==> config.mk <==
export PLATFORM = sky130hd
export DESIGN_NAME = mem_port_arb
export DESIGN_NICKNAME = d
export VERILOG_FILES = /design/src/rtl/mem_port_arb.sv
export SDC_FILE = /design/constraint.sdc
export NUM_CORES = 1
export LEC_CHECK = 0
export CORE_MARGIN = 2
export CORE_UTILIZATION = 36
export DETAILED_ROUTE_END_ITERATION = 16
export HOLD_SLACK_MARGIN = 0.1
export PLACE_DENSITY_LB_ADDON = 0.05
export SETUP_SLACK_MARGIN = 0.2
export SYNTH_ARGS = -nofsm -noshare
export SYNTH_HDL_FRONTEND = slang
export SYNTH_SLANG_ARGS = --single-unit
==> constraint.sdc <==
create_clock -name clk_25_2m -period 4.1 [get_ports clk_25_2m]
set_input_delay 0.82 -clock clk_25_2m [delete_from_list [all_inputs] [get_ports clk_25_2m]]
set_output_delay 0.82 -clock clk_25_2m [all_outputs]
set_load 0.05 [all_outputs]
==> src/rtl/mem_port_arb.sv <==
// Shares one LPDDR2 Avalon port between two camera write streams and the display read stream:
// round-robin with a display-urgent override, bounded bursts, and read-return tracking.
module mem_port_arb #(
   parameter int ADDR_W     = 29,
   parameter int DATA_W     = 32,
   parameter int BURST_LEN  = 8,
   parameter int MAX_RD_OUT = 4
) (
   input  logic              clk_25_2m,
   input  logic              reset,
   input  logic              ram_rdy,
   input  logic              cam0_req,
   input  logic [ADDR_W-1:0] cam0_addr,
   input  logic [DATA_W-1:0] cam0_data,
   output logic              cam0_ack,
   input  logic              cam1_req,
   input  logic [ADDR_W-1:0] cam1_addr,
   input  logic [DATA_W-1:0] cam1_data,
   output logic              cam1_ack,
   input  logic              disp_req,
   input  logic              disp_urgent,
   input  logic [ADDR_W-1:0] disp_addr,
   output logic              disp_ack,
   output logic [DATA_W-1:0] disp_rdata,
   output logic              disp_rvalid,
   input  logic              avl_ready,
   input  logic [DATA_W-1:0] avl_rdata,
   input  logic              avl_rdata_valid,
   output logic [ADDR_W-1:0] avl_addr,
   output logic [DATA_W-1:0] avl_wdata,
   output logic              avl_write_req,
   output logic              avl_read_req,
   output logic [1:0]        grant,
   output logic              rd_err
);
   typedef enum logic {IDLE, ISSUE} state_t;

   localparam logic [1:0] G_CAM0 = 2'd0;
   localparam logic [1:0] G_CAM1 = 2'd1;
   localparam logic [1:0] G_DISP = 2'd2;
   localparam logic [1:0] G_NONE = 2'd3;
   localparam logic [8:0] BURST_LIM = 9'(BURST_LEN);
   localparam logic [3:0] RD_LIM    = 4'(MAX_RD_OUT);

   state_t            state_reg, state_next;
   logic [1:0]        ptr_reg, ptr_next, grant_next, sel;
   logic [7:0]        beats_reg, beats_next;
   logic [8:0]        beats_inc;
   logic [3:0]        out_reg, out_next;
   logic [ADDR_W-1:0] addr_next, win_addr, own_addr;
   logic [DATA_W-1:0] wdata_next, win_data, own_data;
   logic              write_next, read_next;
   logic              accept, rd_accept, rd_ret;
   logic              el_cam0, el_cam1, el_disp, own_req, cont;

   assign accept    = (state_reg == ISSUE) && avl_ready;
   assign rd_accept = accept && (grant == G_DISP);
   // A return with nothing outstanding is flagged, never allowed to wrap the counter.
   assign rd_ret    = avl_rdata_valid && (out_reg != 4'd0);
   assign out_next  = out_reg + {3'd0, rd_accept} - {3'd0, rd_ret};
   assign beats_inc = {1'b0, beats_reg} + 9'd1;

   assign el_cam0 = cam0_req && ram_rdy;
   assign el_cam1 = cam1_req && ram_rdy;
   assign el_disp = disp_req && ram_rdy && (out_reg < RD_LIM);

   assign cam0_ack = accept && (grant == G_CAM0);
   assign cam1_ack = accept && (grant == G_CAM1);
   assign disp_ack = accept && (grant == G_DISP);

   always_comb begin
      sel = G_NONE;
      if (disp_urgent && el_disp) begin
         sel = G_DISP;
      end else begin
         case (ptr_reg)
            G_CAM0:  sel = el_cam0 ? G_CAM0 : el_cam1 ? G_CAM1 : el_disp ? G_DISP : G_NONE;
            G_CAM1:  sel = el_cam1 ? G_CAM1 : el_disp ? G_DISP : el_cam0 ? G_CAM0 : G_NONE;
            default: sel = el_disp ? G_DISP : el_cam0 ? G_CAM0 : el_cam1 ? G_CAM1 : G_NONE;
         endcase
      end
   end

   always_comb begin
      win_addr = disp_addr;
      win_data = '0;
      case (sel)
         G_CAM0:  begin win_addr = cam0_addr; win_data = cam0_data; end
         G_CAM1:  begin win_addr = cam1_addr; win_data = cam1_data; end
         default: ;
      endcase
   end

   always_comb begin
      own_req  = disp_req;
      own_addr = disp_addr;
      own_data = '0;
      case (grant)
         G_CAM0:  begin own_req = cam0_req; own_addr = cam0_addr; own_data = cam0_data; end
         G_CAM1:  begin own_req = cam1_req; own_addr = cam1_addr; own_data = cam1_data; end
         default: ;
      endcase
   end

   // Cameras yield to an urgent display; the display yields when its read window is full.
   assign cont = own_req && (beats_inc < BURST_LIM) && ram_rdy &&
                 ((grant == G_DISP) ? (out_next < RD_LIM) : !disp_urgent);

   always_comb begin
      state_next = state_reg;
      grant_next = grant;
      ptr_next   = ptr_reg;
      beats_next = beats_reg;
      addr_next  = avl_addr;
      wdata_next = avl_wdata;
      write_next = avl_write_req;
      read_next  = avl_read_req;
      case (state_reg)
         IDLE: begin
            if (sel != G_NONE) begin
               addr_next  = win_addr;
               wdata_next = win_data;
               write_next = (sel != G_DISP);
               read_next  = (sel == G_DISP);
               grant_next = sel;
               beats_next = 8'd0;
               state_next = ISSUE;
            end
         end
         ISSUE: begin
            if (accept) begin
               beats_next = beats_inc[7:0];
               if (cont) begin
                  addr_next  = own_addr;
                  wdata_next = own_data;
               end else begin
                  write_next = 1'b0;
                  read_next  = 1'b0;
                  grant_next = G_NONE;
                  ptr_next   = (grant == G_DISP) ? G_CAM0 : grant + 2'd1;
                  state_next = IDLE;
               end
            end
         end
         default: state_next = IDLE;
      endcase
   end

   always_ff @(posedge clk_25_2m) begin
      if (!reset) begin
         state_reg     <= IDLE;
         grant         <= G_NONE;
         ptr_reg       <= G_CAM0;
         beats_reg     <= 8'd0;
         out_reg       <= 4'd0;
         avl_addr      <= '0;
         avl_wdata     <= '0;
         avl_write_req <= 1'b0;
         avl_read_req  <= 1'b0;
         disp_rdata    <= '0;
         disp_rvalid   <= 1'b0;
         rd_err        <= 1'b0;
      end else begin
         state_reg     <= state_next;
         grant         <= grant_next;
         ptr_reg       <= ptr_next;
         beats_reg     <= beats_next;
         out_reg       <= out_next;
         avl_addr      <= addr_next;
         avl_wdata     <= wdata_next;
         avl_write_req <= write_next;
         avl_read_req  <= read_next;
         disp_rdata    <= avl_rdata;
         disp_rvalid   <= avl_rdata_valid;
         rd_err        <= rd_err | (avl_rdata_valid && (out_reg == 4'd0));
      end
   end
endmodule

==> impl_metrics.toml <==
[status]
run_status = "complete, no violations"

[power]
power.leakage_nw = 3.88
vdd_ir_drop_max_v = 0.000297
total_switching_power_mw = 1.68
p_seq_frac = 0.292
p_int_mw = 2.94
power.density_cell_area_mw_per_mm2 = 485
power.share.clock = 0.324
combinationalPowerShare = 0.384
sw_frac_of_total = 0.364

[clock_tree]
postCtsSetupBuffers = 0
tritoncts.num_buffers = 17
clock_insertion_delay_worst_skew_ns = 0.41
cts.htree.levels = 4
clkSlewWorstSetupHoldPaths_ns = 0.05
post_cts_hold_buffer_count = 0
cts_resized = 0
clockBufferDepth = 2
clockRootBuffer = "clkbuf_16"
clkSinkCount = 114
tritoncts = "built"

[die]
ioPinCount = 294
initial_utilization = 0.368
floorplan.die_area_sq_mm = 0.0172
die_width_microns = 131
core_sq_mm = 0.0158
core.rowCount = 46
die-height_microns = 131

[finish]
nets = 1159
largest_registers = "avl_wdata: 32 flops, disp_rdata: 32 flops, avl_addr: 29 flops"
final.fill_count = 1346
layout.cells.non_filler = 1188
final_layout_size_suffix_gt1_frac = 0.0895
num_antenna_cells = 0
area_growth_pct = 63.6
sequential_cell_area_in_the_final_layout_sq_mm = 0.00229
area_used_by_multi_input_combinational_logic_sq_mm = 0.00328

[synthesis]
number_of_nets_in_the_synthesized_netlist = 893
postSynth.asyncResetShare = 0
synth_top_area_share = 0.392
post_synth_main_area_contributors = "dfxtp_1 39%, o21ai_0 10%, mux2_2 5.6%"
yosys_most_used_dff = "dfxtp_1"
synthesis.area_sq_mm = 0.00583
ys_seq_elements = 114
post-synth-top-area-cell = "dfxtp_1"
syn_inst = 693
yosysWarningCount = 0
synthDistinctLibCells = 42
synth.avg_cell_area_sq_um = 8.41
count_of_flip_flops_with_a_built_in_enable_after_synthesis = 0
synth_seq_area_share = 0.392

[timing]
final_max_slew_viol_count = 0
max_clock_freq_mhz = 273
grt_setup_unrepaired = "false"
post_route_clock_skew_ns = 0.00676
worst_slew_pin_slew_ns = 1.33
min_period_over_period = 0.895
report.final.setup_viol = 0
min_period_ns = 3.67
hold_violations = 0
finalSetupTns_ns = 0
worst_slew_margin_rel = 0.112

[setup_path]
slowest_stage = "clkdlybuf4s50_1"
path_class = "in2out"
origin_of_the_worst_setup_path = "avl_ready"
cp_cell_sequence = "clkdlybuf4s50_1, nand2_1, buf_4, nor3_1, clkdlybuf4s50_1"
worst_path_most_repeated_cell = "clkdlybuf4s50_1"
sort_of_element_at_the_start_of_the_critical_path = "primary input"
critical_path_required_ns = 3.28
worst_path_largest_cell_delay_ns = 0.85
path_max_fanout = 7
reg2reg_from = "out_reg[2]$_SDFF_PN0_"
arrival_ns = 2.85
critical_path.endpoint_type = "output port"

[drt]
routed_wl_mm = 19.9
post_drt_wl_per_cell_microns = 16.8
drc = 0
number_of_vias_after_detailed_routing = 6218
dr.first_iter.drc_count = 426
ratio_of_routed_vias_to_standard_cells = 5.23
firstDrtPassIters = 5
route.antenna.remaining_nets = 0

[global_route]
grt_start_max_net_pins = 66
wire_length_of_the_first_global_routing_pass_mm = 32.1
initial_antenna_violation_count = 0
track_usage = 0.228
number_of_global_route_vias_before_repair = 6271
grt_overflow_total = 0

[worst_hold_path]
min-delay-start = "beats_reg[7]$_SDFFE_PN0P_"
min-delay-path-class = "reg2reg"

[placed_design]
cell_count_after_placement = 1156
buffer_ports.inserted = 293
gp_routability_congestion = 0.815
place.detailed.hpwl_mm = 13.5

[flow_run]
max_cap_viols = 0
Yosys cell counts, drive strengths merged (2+ instances only):
library cell / number
a21boi: 6
nand2b: 2
nor3b: 3
a221oi: 32
ha: 7
o32a: 2
a21oi: 7
dfxtp: 114
o21ai: 131
a21o: 30
mux2: 29
nor3: 6
or2: 2
and4: 2
a22o: 2
clkbuf: 42
nor2: 41
and2: 37
xnor2: 3
nand2: 73
o21a: 3
a31oi: 35
mux2i: 32
buf: 18
nand3: 7
nor2b: 6
inv: 9
and3: 2
power groups by stage:
stage               registers, mW  logic, mW  clock network (mW)
floorplan                    1.81      0.676                   0
global placement             1.37       1.74                   0
detailed placement           1.37       1.77                   0
CTS                          1.35       1.78                1.53
global route                 1.37       1.91                1.59
finish                       1.35       1.78                1.50
metrics by stage:
stage                     area [sq um]   util  hold slack (ns)  setup WS, ns  power, mW
final                             9540  0.602            0.470         0.430       4.63
after global routing              9540  0.602            0.495         0.232       4.87
after CTS                         9540  0.602            0.475         0.428       4.66
after detailed placement          8930  0.564            0.463        0.0896       3.14
after global placement            8930  0.564            0.449         0.193       3.11
after floorplan                   5840      -            0.433         0.413       2.49
cells in the final DEF, fill, tap and decap left out, types with 9 or more instances in the layout:
master | Yosys | final
clkdlybuf4s50_1 | 0 | 292
inv_1 | 9 | 9
a221oi_1 | 29 | 29
mux2_2 | 29 | 29
o21ai_0 | 120 | 120
a31oi_1 | 35 | 35
clkbuf_16 | 0 | 17
buf_4 | 0 | 12
dfxtp_1 | 114 | 111
o21ai_1 | 11 | 11
mux2i_1 | 32 | 32
nor2_1 | 41 | 41
and2_1 | 37 | 37
nand2_1 | 73 | 73
a21o_1 | 30 | 30
layer usage:
metal  global-route usage  wire, microns  vias to the layer above
met5                    0              0                        -
met4               0.0761            341                        0
li1                     -              -                     3030
met2                0.398           9790                      234
met1                0.268           8350                     2927
met3               0.0683           1440                       27
final timing paths:
kind	end	slack (ns)	cells past startpoint
worst max register to register	avl_wdata[20]$_SDFFE_PN0P_	0.81	14
worst min-delay path	beats_reg[7]$_SDFFE_PN0P_	0.47	1
worst max-delay path	cam0_ack	0.43	5
worst min register to register	beats_reg[7]$_SDFFE_PN0P_	0.47	1
cells by family after synthesis:
group / count (synthesis) / share of synthesized area
fa+ha+maj: 8 / 0.0185
mux: 61 / 0.111
xor+xnor: 3 / 0.00451
simple gates: 182 / 0.145
buf+inv: 70 / 0.0481
compound gates: 255 / 0.281
flops: 114 / 0.392
critical path: cells and delay by family:
kind	cells	cell delay, ns
buf+inv	3	1.66
simple gates	2	0.35
final cells by class:
class / count / area share
inverters: 10 / 0.00394
flip-flops and latches: 114 / 0.240
clock buffers: 19 / 0.0465
repair buffers: 307 / 0.321
multi-input cells: 509 / 0.344
clock inverters: 13 / 0.0168
well taps: 216 / 0.0283
(Power assumes the default switching activity.)
